===== config.mk =====
export PLATFORM = sky130hd
export DESIGN_NAME = hog_bin_hist_writer
export DESIGN_NICKNAME = d
export VERILOG_FILES = /design/src/rtl/hog_bin_hist_writer.sv
export SDC_FILE = /design/constraint.sdc
export NUM_CORES = 1
export LEC_CHECK = 0
export ABC_CLOCK_PERIOD_IN_PS = 7840
export CORE_AREA = 3 3 155 157
export DETAILED_ROUTE_END_ITERATION = 10
export DIE_AREA = 0 0 158 160
export GPL_ROUTABILITY_DRIVEN = 0
export PLACE_DENSITY = 0.74
export REMOVE_ABC_BUFFERS = 1
export SYNTH_ARGS = -nofsm -noshare
export SYNTH_HDL_FRONTEND = slang
export SYNTH_SLANG_ARGS = --single-unit
export TNS_END_PERCENT = 1

===== constraint.sdc =====
create_clock -name aclk -period 7.84 [get_ports aclk]
set_input_delay 2.352 -clock aclk [delete_from_list [all_inputs] [get_ports aclk]]
set_output_delay 2.352 -clock aclk [all_outputs]
set_load 0.005 [all_outputs]

===== src/rtl/hog_bin_hist_writer.sv =====
// Port-B read-modify-write accumulator for the 4-bank HOG bin BRAM (per-cell 18-bin histograms).
// Optional HOG_BIN_SAT_EN: bin sums saturate on overflow instead of wrapping.
module hog_bin_hist_writer #(
  parameter int TOTAL_BIT_WIDTH = 35,
  parameter int NBINS           = 18
) (
  input  logic                       aclk,
  input  logic                       arest,
  input  logic                       frame_start,
  input  logic                       pix_valid,
  output logic                       pix_ready,
  input  logic [4:0]                 pix_cell_row,
  input  logic [4:0]                 pix_cell_col,
  input  logic [4:0]                 pix_bin,
  input  logic [TOTAL_BIT_WIDTH-1:0] pix_mag,
  input  logic                       pix_last,
  output logic [12:0]                normal_addrb_0,
  output logic [12:0]                normal_addrb_1,
  output logic [12:0]                normal_addrb_2,
  output logic [12:0]                normal_addrb_3,
  output logic [TOTAL_BIT_WIDTH-1:0] dinb_0,
  output logic [TOTAL_BIT_WIDTH-1:0] dinb_1,
  output logic [TOTAL_BIT_WIDTH-1:0] dinb_2,
  output logic [TOTAL_BIT_WIDTH-1:0] dinb_3,
  input  logic [TOTAL_BIT_WIDTH-1:0] doutb_0,
  input  logic [TOTAL_BIT_WIDTH-1:0] doutb_1,
  input  logic [TOTAL_BIT_WIDTH-1:0] doutb_2,
  input  logic [TOTAL_BIT_WIDTH-1:0] doutb_3,
  output logic                       enb_0,
  output logic                       enb_1,
  output logic                       enb_2,
  output logic                       enb_3,
  output logic                       web_0,
  output logic                       web_1,
  output logic                       web_2,
  output logic                       web_3,
  output logic                       histogram_done,
  output logic                       bin_err
);

  localparam int TBW = TOTAL_BIT_WIDTH;
  localparam logic [12:0] LAST_ADDR = 13'(NBINS * 256 - 1);
  localparam logic [4:0]  NBINS_W   = 5'(NBINS);

  typedef enum logic [2:0] {
    S_IDLE, S_CLEAR, S_ACCEPT, S_READ, S_WAIT, S_WRITE, S_DONE
  } state_t;

  state_t          state, next_state;
  logic [12:0]     clr_addr, addr_r, pix_addr;
  logic [1:0]      bank_r;
  logic [TBW-1:0]  mag_r, sum_r, rd_data, sum_next;
  logic            last_r, bad_bin;
  logic [12:0]     addr_v [4];
  logic [TBW-1:0]  din_v [4];
  logic [3:0]      en_v, we_v;

  assign bad_bin  = pix_bin >= NBINS_W;
  assign pix_addr = 13'({pix_cell_row[4:1], pix_cell_col[4:1]}) * 13'(NBINS) + 13'(pix_bin);

  always_comb begin
    case (bank_r)
      2'd0:    rd_data = doutb_0;
      2'd1:    rd_data = doutb_1;
      2'd2:    rd_data = doutb_2;
      default: rd_data = doutb_3;
    endcase
  end

`ifdef HOG_BIN_SAT_EN
  logic [TBW:0] raw_sum;
  assign raw_sum  = {1'b0, rd_data} + {1'b0, mag_r};
  assign sum_next = raw_sum[TBW] ? {TBW{1'b1}} : raw_sum[TBW-1:0];
`else
  assign sum_next = rd_data + mag_r;
`endif

  always_ff @(posedge aclk or posedge arest) begin
    if (arest) state <= S_IDLE;
    else       state <= next_state;
  end

  always_comb begin
    next_state = state;
    case (state)
      S_IDLE:   if (frame_start) next_state = S_CLEAR;
      S_CLEAR:  if (clr_addr == LAST_ADDR) next_state = S_ACCEPT;
      S_ACCEPT: if (pix_valid) begin
                  if (!bad_bin)     next_state = S_READ;
                  else if (pix_last) next_state = S_DONE;
                end
      S_READ:   next_state = S_WAIT;
      S_WAIT:   next_state = S_WRITE;
      S_WRITE:  next_state = last_r ? S_DONE : S_ACCEPT;
      S_DONE:   next_state = S_IDLE;
      default:  next_state = S_IDLE;
    endcase
  end

  // Pixel capture, clear counter and the sum register between read and write-back.
  always_ff @(posedge aclk or posedge arest) begin
    if (arest) begin
      clr_addr <= '0;
      addr_r   <= '0;
      bank_r   <= '0;
      mag_r    <= '0;
      sum_r    <= '0;
      last_r   <= 1'b0;
      bin_err  <= 1'b0;
    end else begin
      case (state)
        S_IDLE: begin
          clr_addr <= '0;
          if (frame_start) bin_err <= 1'b0;
        end
        S_CLEAR: clr_addr <= clr_addr + 13'd1;
        S_ACCEPT: if (pix_valid) begin
          if (bad_bin) begin
            bin_err <= 1'b1;
          end else begin
            bank_r <= {pix_cell_row[0], pix_cell_col[0]};
            addr_r <= pix_addr;
            mag_r  <= pix_mag;
            last_r <= pix_last;
          end
        end
        S_WAIT: sum_r <= sum_next;
        default: ;
      endcase
    end
  end

  always_comb begin
    en_v           = '0;
    we_v           = '0;
    pix_ready      = 1'b0;
    histogram_done = 1'b0;
    for (int b = 0; b < 4; b++) begin
      addr_v[b] = '0;
      din_v[b]  = '0;
    end
    case (state)
      S_CLEAR: begin
        en_v = '1;
        we_v = '1;
        for (int b = 0; b < 4; b++) addr_v[b] = clr_addr;
      end
      S_ACCEPT: pix_ready = 1'b1;
      S_READ: begin
        en_v[bank_r]   = 1'b1;
        addr_v[bank_r] = addr_r;
      end
      S_WRITE: begin
        en_v[bank_r]   = 1'b1;
        we_v[bank_r]   = 1'b1;
        addr_v[bank_r] = addr_r;
        din_v[bank_r]  = sum_r;
      end
      S_DONE: histogram_done = 1'b1;
      default: ;
    endcase
  end

  assign normal_addrb_0 = addr_v[0];
  assign normal_addrb_1 = addr_v[1];
  assign normal_addrb_2 = addr_v[2];
  assign normal_addrb_3 = addr_v[3];
  assign dinb_0 = din_v[0];
  assign dinb_1 = din_v[1];
  assign dinb_2 = din_v[2];
  assign dinb_3 = din_v[3];
  assign {enb_3, enb_2, enb_1, enb_0} = en_v;
  assign {web_3, web_2, web_1, web_0} = we_v;

endmodule

==> reports/results.txt, run 1 <==
Sink Count -> 103
synthesized area -> 0.008722 sq mm
Static Leakage -> 5.624 nW
Slew Viols, Final -> 0
Arr. time, crit path -> 3.08 ns
Die Span X -> 158 um
initial antenna violation count -> 6
Setup Buffers After CTS -> 0
async set-or-reset flop fraction in the synthesized netlist -> 100.0%
minimum clock period -> 5.437 ns
CTS max path bufs -> 2
Post-DRT Antenna Nets -> 0
via count -> 8513
Root Driver -> clkbuf_16
CP Data Required Time -> 5.49 ns
Nets -> 1546
WL final -> 31350 um
vias per cell -> 5.347
drt drc -> 0
clk_lat worst skew -> 0.35 ns
worst hold stages -> 1
startpoint types -> flip-flop
WHS -> 0.5166 ns
I/O Buffers -> 397
most common cell after layout, fill and taps aside -> clkdlybuf4s50_1
crit end category -> primary output
FMAX -> 183.9 MHz
commonest non-fill, non-tap cells in the layout -> clkdlybuf4s50_1, and2_1, dfrtp_1
WL/cell -> 19.69 um
CP max FO -> 20
Num CTS Buffers -> 9
run status -> finished, final reports clean
core footprint -> 0.02264 sq mm
total congestion overflow -> 0
worst slew pin tran -> 1.094 ns
DP HPWL -> 24740 um
sequential share of the synthesized area -> 29.55%
fill cell count -> 1981
drt pass-1 iters -> 5
Setup-failing EPs final -> 0
die height -> 160 um
prevailing post-synth register cell -> dfrtp_1
r2r worst-path depth -> 12
Sw Ratio -> 24.57%
clock network fraction of design power -> 39.0%
fin crit share -> 69.35%
unrepaired setup endpoints after global routing -> no
Layout Skew -> 0.01088 ns
CTS tree -> yes
Initial Utilization -> 38.52%
Inst Count DP -> 1573
syn_area_per_cell -> 9.201 sq um
met2 WL post-DR -> 15750 um
CTS resizes -> 0
worst r2r dst -> sum_r[32]$_DFFE_PP0P_
share of cells above drive strength 1 -> 9.816%
setup tns final -> 0 ns
first-pass GRT wire length -> 48000 um
Seq pwr share -> 43.6%
Pwr Density -> 92.39 mW/mm^2
row cnt -> 55
Clock transition at path regs -> 0.07 ns
Post-synth EDFFs -> 0
Hold Vio Cnt, Final -> 0
cts hold-fix bufs -> 0
Layout area overhead -> 51.44%
Min-Delay Path Class -> flip-flop to flip-flop
VDD IR-drop max -> 0.09318 mV
die area -> 0.02528 sq mm
Total GRT Usage -> 24.23%
Yosys reg bits -> 103
Synth Instances -> 948
Critical Path End -> normal_addrb_3[5]
Syn. warnings -> 0
Comb power frac -> 17.4%
largest net degree at the start of global routing -> 66
crit path from -> bank_r[0]$_DFFE_PP0P_
boundary pin count -> 398
Int Power -> 0.0009205 W
max cap viols -> 0
Max Used Layer -> met5
sw power -> 0.0002999 W
htree depth -> 3
reg-to-reg startpoint -> bank_r[0]$_DFFE_PP0P_
slew margin rel. -> 26.80%
flop-to-flop setup slack -> 3.55 ns
vias in the first global route -> 8215
critical path type -> flip-flop to primary output
M1 WL -> 12950 um
initial drt markers -> 568
DR WL met3 -> 2070 um
Yosys cell types -> 60
Non-Filler Instances -> 1592
-- worst min-delay path by stage --
stage | from | endpoint | slack, ns
after floorplan | last_r$_DFFE_PP0P_ | last_r$_DFFE_PP0P_ | 0.47
after global placement | mag_r[30]$_DFFE_PP0P_ | mag_r[30]$_DFFE_PP0P_ | 0.49
after detailed placement | mag_r[25]$_DFFE_PP0P_ | mag_r[25]$_DFFE_PP0P_ | 0.50
after CTS | mag_r[25]$_DFFE_PP0P_ | mag_r[25]$_DFFE_PP0P_ | 0.52
after global routing | mag_r[32]$_DFFE_PP0P_ | mag_r[32]$_DFFE_PP0P_ | 0.53
final | mag_r[18]$_DFFE_PP0P_ | mag_r[18]$_DFFE_PP0P_ | 0.52
-- state kept, by name, indices dropped and copies added, names as in the netlist --
signal	cells
mag_r	35
sum_r	35
addr_r	13
clr_addr	13
state	3
bank_r	2
bin_err	1
last_r	1
-- stage by stage --
step                      util [%]  power [W]  area [sq um]  setup slack (ns)
after floorplan                  -  0.0006310          8458             2.591
after global placement       56.96  0.0007506         12900             2.268
after detailed placement     56.96  0.0007544         12900             2.233
after CTS                    58.31   0.001233         13200             2.381
after global routing         58.34   0.001274         13210             2.173
final                        58.34   0.001220         13210             2.403
-- power groups by stage --
stage | clock (W) | sequential [W] | combinational [W]
floorplan | 0 | 0.000542 | 0.0000891
global placement | 0 | 0.000542 | 0.000209
detailed placement | 0 | 0.000542 | 0.000212
CTS | 0.000487 | 0.000531 | 0.000214
global route | 0.000509 | 0.000532 | 0.000233
finish | 0.000476 | 0.000531 | 0.000213
-- kinds of logic (layout without fill, tap and decap cells) --
logic type	Yosys count	after routing	synth area share, %
and+or+nand+nor	338	338	20.28
AOI/OAI and AO/OA	247	247	19.42
DFF	103	103	29.55
buffers and inverters	82	438	3.672
muxes	77	77	14.43
adders and majority gates	52	52	7.718
xor gates and xnor gates	49	49	4.920
other	0	3	0
-- per-layer routing --
layer  vias up  track usage [%]
li1       4111                -
met1      4052            31.34
met2       311            41.20
met3        33            4.526
met4         6            7.079
met5         -                0
-- cells in the mapped netlist (2+ instances only) --
cell type	n	area share (%)
and2_1	142	10
dfrtp_1	103	30
nand2_1	89	3.8
o21ai_0	69	4.0
clkbuf_1	54	2.3
a22o_1	53	5.3
ha_1	49	7.0
a21oi_1	41	2.4
mux2_2	40	5.2
nor2_1	40	1.7
mux4_2	35	9.0
xnor2_1	25	2.5
xor2_1	24	2.4
a21o_1	23	2.0
nand3_1	17	0.98
inv_1	15	0.65
o21bai_1	11	0.95
buf_2	10	0.57
nand4_1	10	0.72
nor3_1	9	0.52
a31oi_1	7	0.50
nand2b_1	7	0.50
nor2b_1	7	0.50
o21a_1	6	0.52
and3_1	5	0.36
o211ai_1	4	0.34
or2_2	4	0.29
a211oi_1	3	0.26
a21oi_2	3	0.30
buf_1	3	0.13
fa_1	3	0.69
o21ai_1	3	0.17
a21boi_0	2	0.17
and4_1	2	0.20
mux2i_1	2	0.23
o31a_1	2	0.20
o31ai_1	2	0.17
or4_1	2	0.17
-- critical path: stages (launching register included) --
cell and delay [ns]:
dfrtp_2 0.81, nand2_1 0.27, nor2_1 0.88, a22o_1 0.25, clkdlybuf4s50_1 0.51
-- final cells by class --
cell class	count	area [sq um]	share of cell area, %
repair buffers	407	4049	30.65
clock inverters	6	66.31	0.5020
flip-flops and latches	103	2580	19.53
inverters	15	58.81	0.4452
clock buffers	10	239.0	1.809
diodes	3	7.507	0.05683
multi-input cells	763	5852	44.30
well taps	285	356.6	2.700
(Power assumes the default switching activity.)
==> run 2, diff against run 1 <==
Settings changed: ABC_CLOCK_PERIOD_IN_PS 7840 to 4600, CORE_AREA 3 3 155 157 to unset, CORE_MARGIN set to 3, CORE_UTILIZATION set to 39, DIE_AREA 0 0 158 160 to unset, PLACE_DENSITY 0.74 to 0.79.
Clock period 7.84 ns to 4.6 ns, I/O delays scaled along.
==> run 2 against run 1 <==
Power rose by 80%. First-iteration DRC count grew 3.0%. Count of clock-buffer cells in the layout up 2. Critical path depth up 8. Sequential power up 71%. Routed wire length decreased by 0.83%. Register-to-register slack worse by 2.8 ns. Via count is 2.2% higher. Die area decreased by 4.3%. Critical path type is now input pin to flip-flop.
==> reports/results.txt, run 2 (same netlist as run 1, synthesis figures left out) <==
die height -> 155.5 um (-2.8%)
Final Util -> 61.05% (+2.7 points)
max cap viols -> 0 (unchanged)
sw power -> 0.0004914 W (+64%)
CP Data Required Time -> 4.83 ns (-0.66 ns)
boundary pin count -> 398 (unchanged)
Sink Count -> 103 (unchanged)
Arr. time, crit path -> 4.48 ns (+1.40 ns)
worst hold stages -> 1 (unchanged)
most common cell after layout, fill and taps aside -> clkdlybuf4s50_1
clk_lat worst skew -> 0.35 ns (about the same)
Top Registers -> mag_r (35), sum_r (35)
fill cell count -> 1884 (-4.9%)
Layout Skew -> 0.009765 ns (-0.001110 ns)
first-pass GRT wire length -> 47520 um (-1.0%)
Post-DRT Antenna Nets -> 0 (unchanged)
initial antenna violation count -> 5 (-1)
setup tns final -> 0 ns (unchanged)
share of cells above drive strength 1 -> 10.71% (+0.89 points)
worst slew pin tran -> 0.9003 ns (-0.1937 ns)
DP HPWL -> 24720 um (-0.10%)
startpoint types -> input pin
htree depth -> 3 (unchanged)
cts hold-fix bufs -> 0 (unchanged)
slew margin rel. -> 39.98% (+13 points)
Min-Delay Path Class -> flip-flop to flip-flop
Int Power -> 0.001710 W (+86%)
Static Leakage -> 5.716 nW (+1.6%)
Total GRT Usage -> 24.94% (+0.71 points)
CTS resizes -> 0 (unchanged)
fin crit share -> 92.42%
Setup-failing EPs final -> 0 (unchanged)
clock network fraction of design power -> 42.2% (+3.2 points)
register area -> 0.002580 sq mm (unchanged)
CTS tree -> yes
Num CTS Buffers -> 9 (unchanged)
initial drt markers -> 585 (+3.0%)
WHS -> 0.5150 ns (-0.001569 ns)
Slew Viols, Final -> 0 (unchanged)
crit end category -> flip-flop
CTS max path bufs -> 2 (unchanged)
Multi-input gate area -> 0.005859 sq mm (+0.13%)
total power -> 0.002201 W (+80%)
Nets -> 1559 (+0.84%)
die area -> 0.02419 sq mm (-4.3%)
Comb power frac -> 16.7% (-0.7 points)
Seq pwr share -> 41.2% (-2.4 points)
commonest non-fill, non-tap cells in the layout -> clkdlybuf4s50_1, and2_1, dfrtp_1
DP Area -> 0.01300 sq mm (+0.77%)
row cnt -> 54 (-1.8%)
I/O Buffers -> 397 (unchanged)
drt pass-1 iters -> 5 (unchanged)
Root Driver -> clkbuf_16
total congestion overflow -> 0 (unchanged)
vias per cell -> 5.439 (+1.7%)
CP max FO -> 7 (-65%)
r2r worst-path depth -> 11 (-1)
FMAX -> 235.2 MHz
critical path type -> input pin to flip-flop
Sw Ratio -> 22.33% (-2.2 points)
via count -> 8697 (+2.2%)
unrepaired setup endpoints after global routing -> no
core footprint -> 0.02189 sq mm (-3.3%)
drt drc -> 0 (unchanged)
minimum clock period -> 4.251 ns
Pwr Density -> 164.7 mW/mm^2 (+78%)
vias in the first global route -> 8554 (+4.1%)
Hold Vio Cnt, Final -> 0 (unchanged)
flop-to-flop setup slack -> 0.76 ns (-2.79 ns)
VDD IR-drop max -> 0.1596 mV (+71%)
Clock transition at path regs -> 0.07 ns (about the same)
WL/cell -> 19.44 um (-1.3%)
run status -> finished, final reports clean
Setup Buffers After CTS -> 0 (unchanged)
WL final -> 31090 um (-0.83%)
design area -> 0.01337 sq mm (+1.2%)
largest net degree at the start of global routing -> 70 (+6.1%)
Die Span X -> 155.5 um (-1.6%)
Layout area overhead -> 53.23%
Initial Utilization -> 39.84% (+1.3 points)
run 2: layout make-up:
type | count | area share [%]
diodes | 2 | 0.03745
clock buffers | 12 | 1.994
clock inverters | 4 | 0.7396
inverters | 15 | 0.4400
multi-input cells | 763 | 43.84
flip-flops and latches | 103 | 19.30
well taps | 280 | 2.621
repair buffers | 420 | 31.02
run 2: metal layers:
metal  GRT usage, %  up-vias  routed length [um]
li1               -     4133                   -
met1          31.86     4162               12660
met2          43.07      355               15580
met3          5.881       41                2231
met4          5.752        6                 591
met5              0        -                  34
run 2: through the flow:
stage	setup WS, ns	instances
2_1_floorplan	0.2282	881
3_3_place_gp	0.05309	1581
3_5_place_dp	0.01474	1581
4_1_cts	0.3655	1597
5_1_grt	0.1772	1599
6_report	0.3487	1599
run 2: power groups by stage:
stage | logic, W | registers, W | clock network (W)
floorplan | 0.000152 | 0.000924 | 0
global placement | 0.000357 | 0.000924 | 0
detailed placement | 0.000366 | 0.000924 | 0
CTS | 0.000368 | 0.000906 | 0.000944
global route | 0.000398 | 0.000906 | 0.000989
finish | 0.000367 | 0.000906 | 0.000928
run 2: path summary, 6_finish.rpt:
path	end	start
setup / recovery	sum_r[32]$_DFFE_PP0P_	doutb_2[0]
hold / removal	mag_r[31]$_DFFE_PP0P_	mag_r[31]$_DFFE_PP0P_
setup reg to reg	sum_r[34]$_DFFE_PP0P_	bank_r[0]$_DFFE_PP0P_
hold reg to reg	mag_r[31]$_DFFE_PP0P_	mag_r[31]$_DFFE_PP0P_
max in group asynchronous	mag_r[29]$_DFFE_PP0P_	arest
min in group asynchronous	bank_r[1]$_DFFE_PP0P_	arest
run 2: worst max-delay path, stage by stage:
cell,delay (ns)
clkdlybuf4s50_1,0.42
mux4_2,0.48
ha_1,0.24
fa_1,0.42
a21o_1,0.20
nand4_1,0.13
a21oi_2,0.10
o31ai_4,0.33
o21ai_4,0.15
a311oi_2,0.32
nor3_1,0.08
o31a_1,0.23
==> run 3, diff against run 2 <==
Settings changed: TNS_END_PERCENT 1 to 5.
==> results of run 3 <==
Same layout as run 2: the final DEF is identical, and so are final timing and power.
==> variant 1 (settings of run 3) <==
Add a define of `HOG_BIN_SAT_EN`.
--- a/src/rtl/hog_bin_hist_writer.sv
+++ b/src/rtl/hog_bin_hist_writer.sv
@@ -1,5 +1,7 @@
 // Port-B read-modify-write accumulator for the 4-bank HOG bin BRAM (per-cell 18-bin histograms).
 // Optional HOG_BIN_SAT_EN: bin sums saturate on overflow instead of wrapping.
+`define HOG_BIN_SAT_EN
+
 module hog_bin_hist_writer #(
   parameter int TOTAL_BIT_WIDTH = 35,
   parameter int NBINS           = 18
Function: same outputs for any inputs over 10 cycles, from zero or initial values; that may be too few to reach the edited logic, so the function may still have changed.
==> variant 1 against run 3 <==
  * Sequential cell count did not move
  * Synthesized area is 2.3% higher
  * Routed wire length is 1.9% higher
  * Setup slack got worse by 190 ps
  * Global-route usage decreased by 0.59 points
  * Cell area increased by 1.2%
  * Count of clock-buffer cells in the layout fell by 2
  * Critical endpoint is now normal_addrb_1[0]
  * Highest routed layer is now met4
Power is left out: it rests on default switching activity, and per cell area and clock period it moved more than threefold.
==> variant 1: results (changes against run 3) <==
Final hold violation count: 0 (unchanged)
HP Class: flip-flop to flip-flop (unchanged)
Maximum clock path buffer count: 2 (unchanged)
Distinct cells, synth: 70 (was 60)
Initial DRC count: 709 (was 585)
Hold endpoint: clr_addr[0]$_DFFE_PP0P_ (was mag_r[31]$_DFFE_PP0P_)
Rel. slew slack: 0.399 (was 0.400)
Root Driver: clkbuf_16 (unchanged)
CTS tree: yes (unchanged)
Most area-consuming cells after synthesis: dfrtp_1, mux4_2, nor2_1 (was dfrtp_1, and2_1, mux4_2)
Post-route minimum period: 4440 ps (was 4250 ps)
Crit path DAT: 3060 ps (was 4480 ps)
Placement Setup Slack: -138 ps (was 14.7 ps)
Hold path startpoint: clr_addr[0]$_DFFE_PP0P_ (was mag_r[31]$_DFFE_PP0P_)
Post-synth top cells: nor2_1, dfrtp_1, nand2_1 (was and2_1, dfrtp_1, nand2_1)
Grt ovf: 0 (unchanged)
Sequential area share after synthesis: 0.289 (was 0.296)
Vias post-DR: 9381 (was 8697)
Largest net degree at the start of global routing: 63 (was 70)
Share of layout cells above drive strength 1: 0.127 (was 0.107)
Nets@finish: 1653 (was 1559)
Global-route wire length before repair: 47.8 mm (was 47.5 mm)
FF-to-FF path depth: 12 (was 11)
Overall routing resource usage: 0.243 (was 0.249)
Hold_ws: 514 ps (was 515 ps)
Setup Skew: 9.35 ps (was 9.77 ps)
Status: finished clean (unchanged)
Vias in the first global route: 9198 (was 8554)
RR Endpoint: sum_r[32]$_DFFE_PP0P_ (was sum_r[34]$_DFFE_PP0P_)
Hold Path Depth: 1 (unchanged)
Initial antenna violation count: 0 (was 5)
Async SR Flop Fraction: 1.00 (unchanged)
Reg2reg setup slack: 680 ps (was 760 ps)
Dpl hpwl: 24.8 mm (was 24.7 mm)
Maximum fanout along the worst path: 15 (was 7)
WL/cell: 18.7 um (was 19.4 um)
Fillers: 1909 (was 1884)
variant 1: per-stage QoR:
stage                util  setup TNS [ps]  instances  area (um2)
finish              0.611               0       1691       13500
CTS                 0.610               0       1690       13500
global placement    0.598            -261       1674       13300
global route        0.610           -47.0       1690       13500
detailed placement  0.598            -475       1674       13300
floorplan               -           -6550        965        8620
variant 1: layer usage:
| metal | global-route usage | wire length [um] | vias up |
|---|---|---|---|
| met5 | 0 | 0 | - |
| met4 | 0.0595 | 533 | 0 |
| met3 | 0.0412 | 1930 | 38 |
| met2 | 0.453 | 16400 | 358 |
| met1 | 0.292 | 12800 | 4545 |
| li1 | - | - | 4440 |
variant 1: worst max path at each step:
stage | start | endpoint
2_1_floorplan | bank_r[0]$_DFFE_PP0P_ | sum_r[32]$_DFFE_PP0P_
3_3_place_gp | doutb_3[0] | sum_r[32]$_DFFE_PP0P_
3_5_place_dp | doutb_3[0] | sum_r[34]$_DFFE_PP0P_
4_1_cts | state[1]$_DFFE_PP0P_ | normal_addrb_1[0]
5_1_grt | state[1]$_DFFE_PP0P_ | normal_addrb_1[0]
6_report | state[1]$_DFFE_PP0P_ | normal_addrb_1[0]
variant 1: kinds of logic (layout without fill, tap and decap cells):
logic type | after synthesis | after routing | synth area share
compound gates | 283 | 283 | 0.223
mux | 80 | 80 | 0.145
fa+ha+maj | 55 | 55 | 0.0791
other cells | 0 | 1 | 0
buf+inv | 98 | 473 | 0.0452
flops | 103 | 103 | 0.289
xor+xnor | 43 | 43 | 0.0422
simple gates | 373 | 373 | 0.177
variant 1: worst max-delay path: stages (launching register included):
cell and delay (ps):
dfrtp_1 660, nor2b_1 220, o21ai_1 190, nor2_2 630, a21oi_1 150, o22ai_1 160, and2_1 140, clkdlybuf4s50_1 550
variant 1: final cells by class:
cell class	count	area, um2	share of cell area
antenna	1	2.50	0.000185
tap	280	350	0.0259
timing repair buffer	429	4250	0.314
clock inverter	6	36.3	0.00268
multi-input combinational	834	5970	0.441
sequential	103	2580	0.191
inverter	28	108	0.00795
clock buffer	10	229	0.0169
variant 1: what timing repair did:
item	CTS	global route
setup endpoints to repair	2	2
resized for setup	2	0
setup buffers	0	0
endpoints found under the hold margin	0	0
==> variant 2 (settings of run 3) <==
Without the edit above. The 7 states of `state_t` get a Gray code encoding in 3 bits.
--- a/src/rtl/hog_bin_hist_writer.sv
+++ b/src/rtl/hog_bin_hist_writer.sv
@@ -43,7 +43,7 @@
   localparam logic [4:0]  NBINS_W   = 5'(NBINS);
 
   typedef enum logic [2:0] {
-    S_IDLE, S_CLEAR, S_ACCEPT, S_READ, S_WAIT, S_WRITE, S_DONE
+    S_IDLE = 3'b000, S_CLEAR = 3'b001, S_ACCEPT = 3'b011, S_READ = 3'b010, S_WAIT = 3'b110, S_WRITE = 3'b111, S_DONE = 3'b101
   } state_t;
 
   state_t          state, next_state;
Behaviour: no difference found for any inputs over 10 cycles, from zero or initial values; not proved beyond that.
==> variant 2 against run 3 <==
  * Sequential cell count unchanged
  * Critical path depth up 1
  * Routed wire length up 6.3%
  * Cell area up 0.51%
  * Setup slack better by 35 ps
  * Clock skew down 4.7 ps
  * Total power down 0.73%
  * Synthesized area up 1.7%
==> variant 2: results (changes against run 3) <==
Status: finished clean (unchanged)
Setup Skew: 5.06 ps (was 9.77 ps)
Initial antenna violation count: 2 (was 5)
DRT Pass-1 Iters: 5 (unchanged)
Cells after synthesis: 1061 (was 948)
Maximum clock path buffer count: 2 (unchanged)
Reg2reg setup slack: 810 ps (was 760 ps)
Rel. slew slack: 0.348 (was 0.400)
Share of layout cells above drive strength 1: 0.0725 (was 0.107)
Distinct cells, synth: 63 (was 60)
Initial DRC count: 839 (was 585)
Crit path largest cell delay: 480 ps (about the same)
Post-synthesis mux area share: 0.0983 (was 0.144)
# H-tree levels: 3 (unchanged)
Global-route wire length before repair: 50.1 mm (was 47.5 mm)
Crit path capture: sum_r[14]$_DFFE_PP0P_ (was sum_r[32]$_DFFE_PP0P_)
Fin crit share: 0.917 (was 0.924)
Hold_ws: 485 ps (was 515 ps)
Vias in the first global route: 8987 (was 8554)
Number of setup buffers added after CTS: 0 (unchanged)
Diode count: 0 (was 2)
Placement Setup Slack: 71.2 ps (was 14.7 ps)
Overall routing resource usage: 0.260 (was 0.249)
Layout Cells excl Fill: 1701 (was 1599)
Most area-consuming cells after synthesis: dfrtp_1, and2_1, nand2_1 (was dfrtp_1, and2_1, mux4_2)
Vias post-DR: 9226 (was 8697)
Worst skew pair latency: 350 ps (about the same)
Synth Area in Compound Gates: 0.183 (was 0.194)
Dpl hpwl: 25.8 mm (was 24.7 mm)
Sequential area share after synthesis: 0.291 (was 0.296)
IO buf count: 397 (unchanged)
Largest family of logic cells by synthesized area: simple AND/OR/NAND/NOR gates (unchanged)
Root Driver: clkbuf_16 (unchanged)
Hold Path Depth: 2 (was 1)
IR drop worst, VDD: 0.154 mV (was 0.160 mV)
Hold endpoint: mag_r[7]$_DFFE_PP0P_ (was mag_r[31]$_DFFE_PP0P_)
Leakage: 5.76 nW (was 5.72 nW)
FF-to-FF path depth: 9 (was 11)
Largest net degree at the start of global routing: 80 (was 70)
Post-synth top cells: nand2_1, and2_1, dfrtp_1 (was and2_1, dfrtp_1, nand2_1)
Family with the most delay on the worst path: compound AO/OA/AOI/OAI gates (unchanged)
HP Class: flip-flop to flip-flop (unchanged)
Post-synthesis xor/xnor area fraction: 0.0454 (was 0.0492)
CTS clk-pin slew, worst paths: 70 ps (about the same)
Maximum fanout along the worst path: 3 (was 7)
Async SR Flop Fraction: 1.00 (unchanged)
CTS resizes: 0 (unchanged)
WL final: 33.1 mm (was 31.1 mm)
Hold path startpoint: mag_r[7]$_DFFE_PP0P_ (was mag_r[31]$_DFFE_PP0P_)
Placed Instance Area: 13100 um2 (was 13000 um2)
Slowest CP cell: mux4_2 (unchanged)
R2R Path Start: bank_r[0]$_DFFE_PP0P_ (unchanged)
Total CTS buffers: 9 (unchanged)
Beginning of the critical path: doutb_2[0] (unchanged)
Adder-cell share of the synthesized area: 0.0759 (was 0.0772)
Top FF cell, synth: dfrtp_1 (unchanged)
RR Endpoint: sum_r[29]$_DFFE_PP0P_ (was sum_r[34]$_DFFE_PP0P_)
Top Registers: mag_r (35), sum_r (35) (unchanged)
Syn. warnings: 0 (unchanged)
variant 2: routing by layer:
metal,global-route usage,vias to the layer above,routed length (um)
met2,0.450,379,16400
met5,0,-,33
met4,0.0754,4,794
met3,0.0539,56,2200
li1,-,4422,-
met1,0.329,4365,13600
variant 2: area by class of cell:
| type | count | area, um2 |
|---|---|---|
| clock buffer | 13 | 260 |
| clock inverter | 3 | 90.1 |
| fill | 1902 | 8660 |
| inverter | 20 | 77.6 |
| multi-input combinational | 865 | 5950 |
| sequential | 103 | 2580 |
| tap | 280 | 350 |
| timing repair buffer | 417 | 4120 |
variant 2: power breakdown:
group / switching (W) / internal [W] / total [W] / leakage, nW
Combinational: 0.000146 / 0.000228 / 0.000374 / 4.35
Sequential: 0.00000209 / 0.000907 / 0.000909 / 1.24
Clock: 0.000339 / 0.000563 / 0.000902 / 0.170
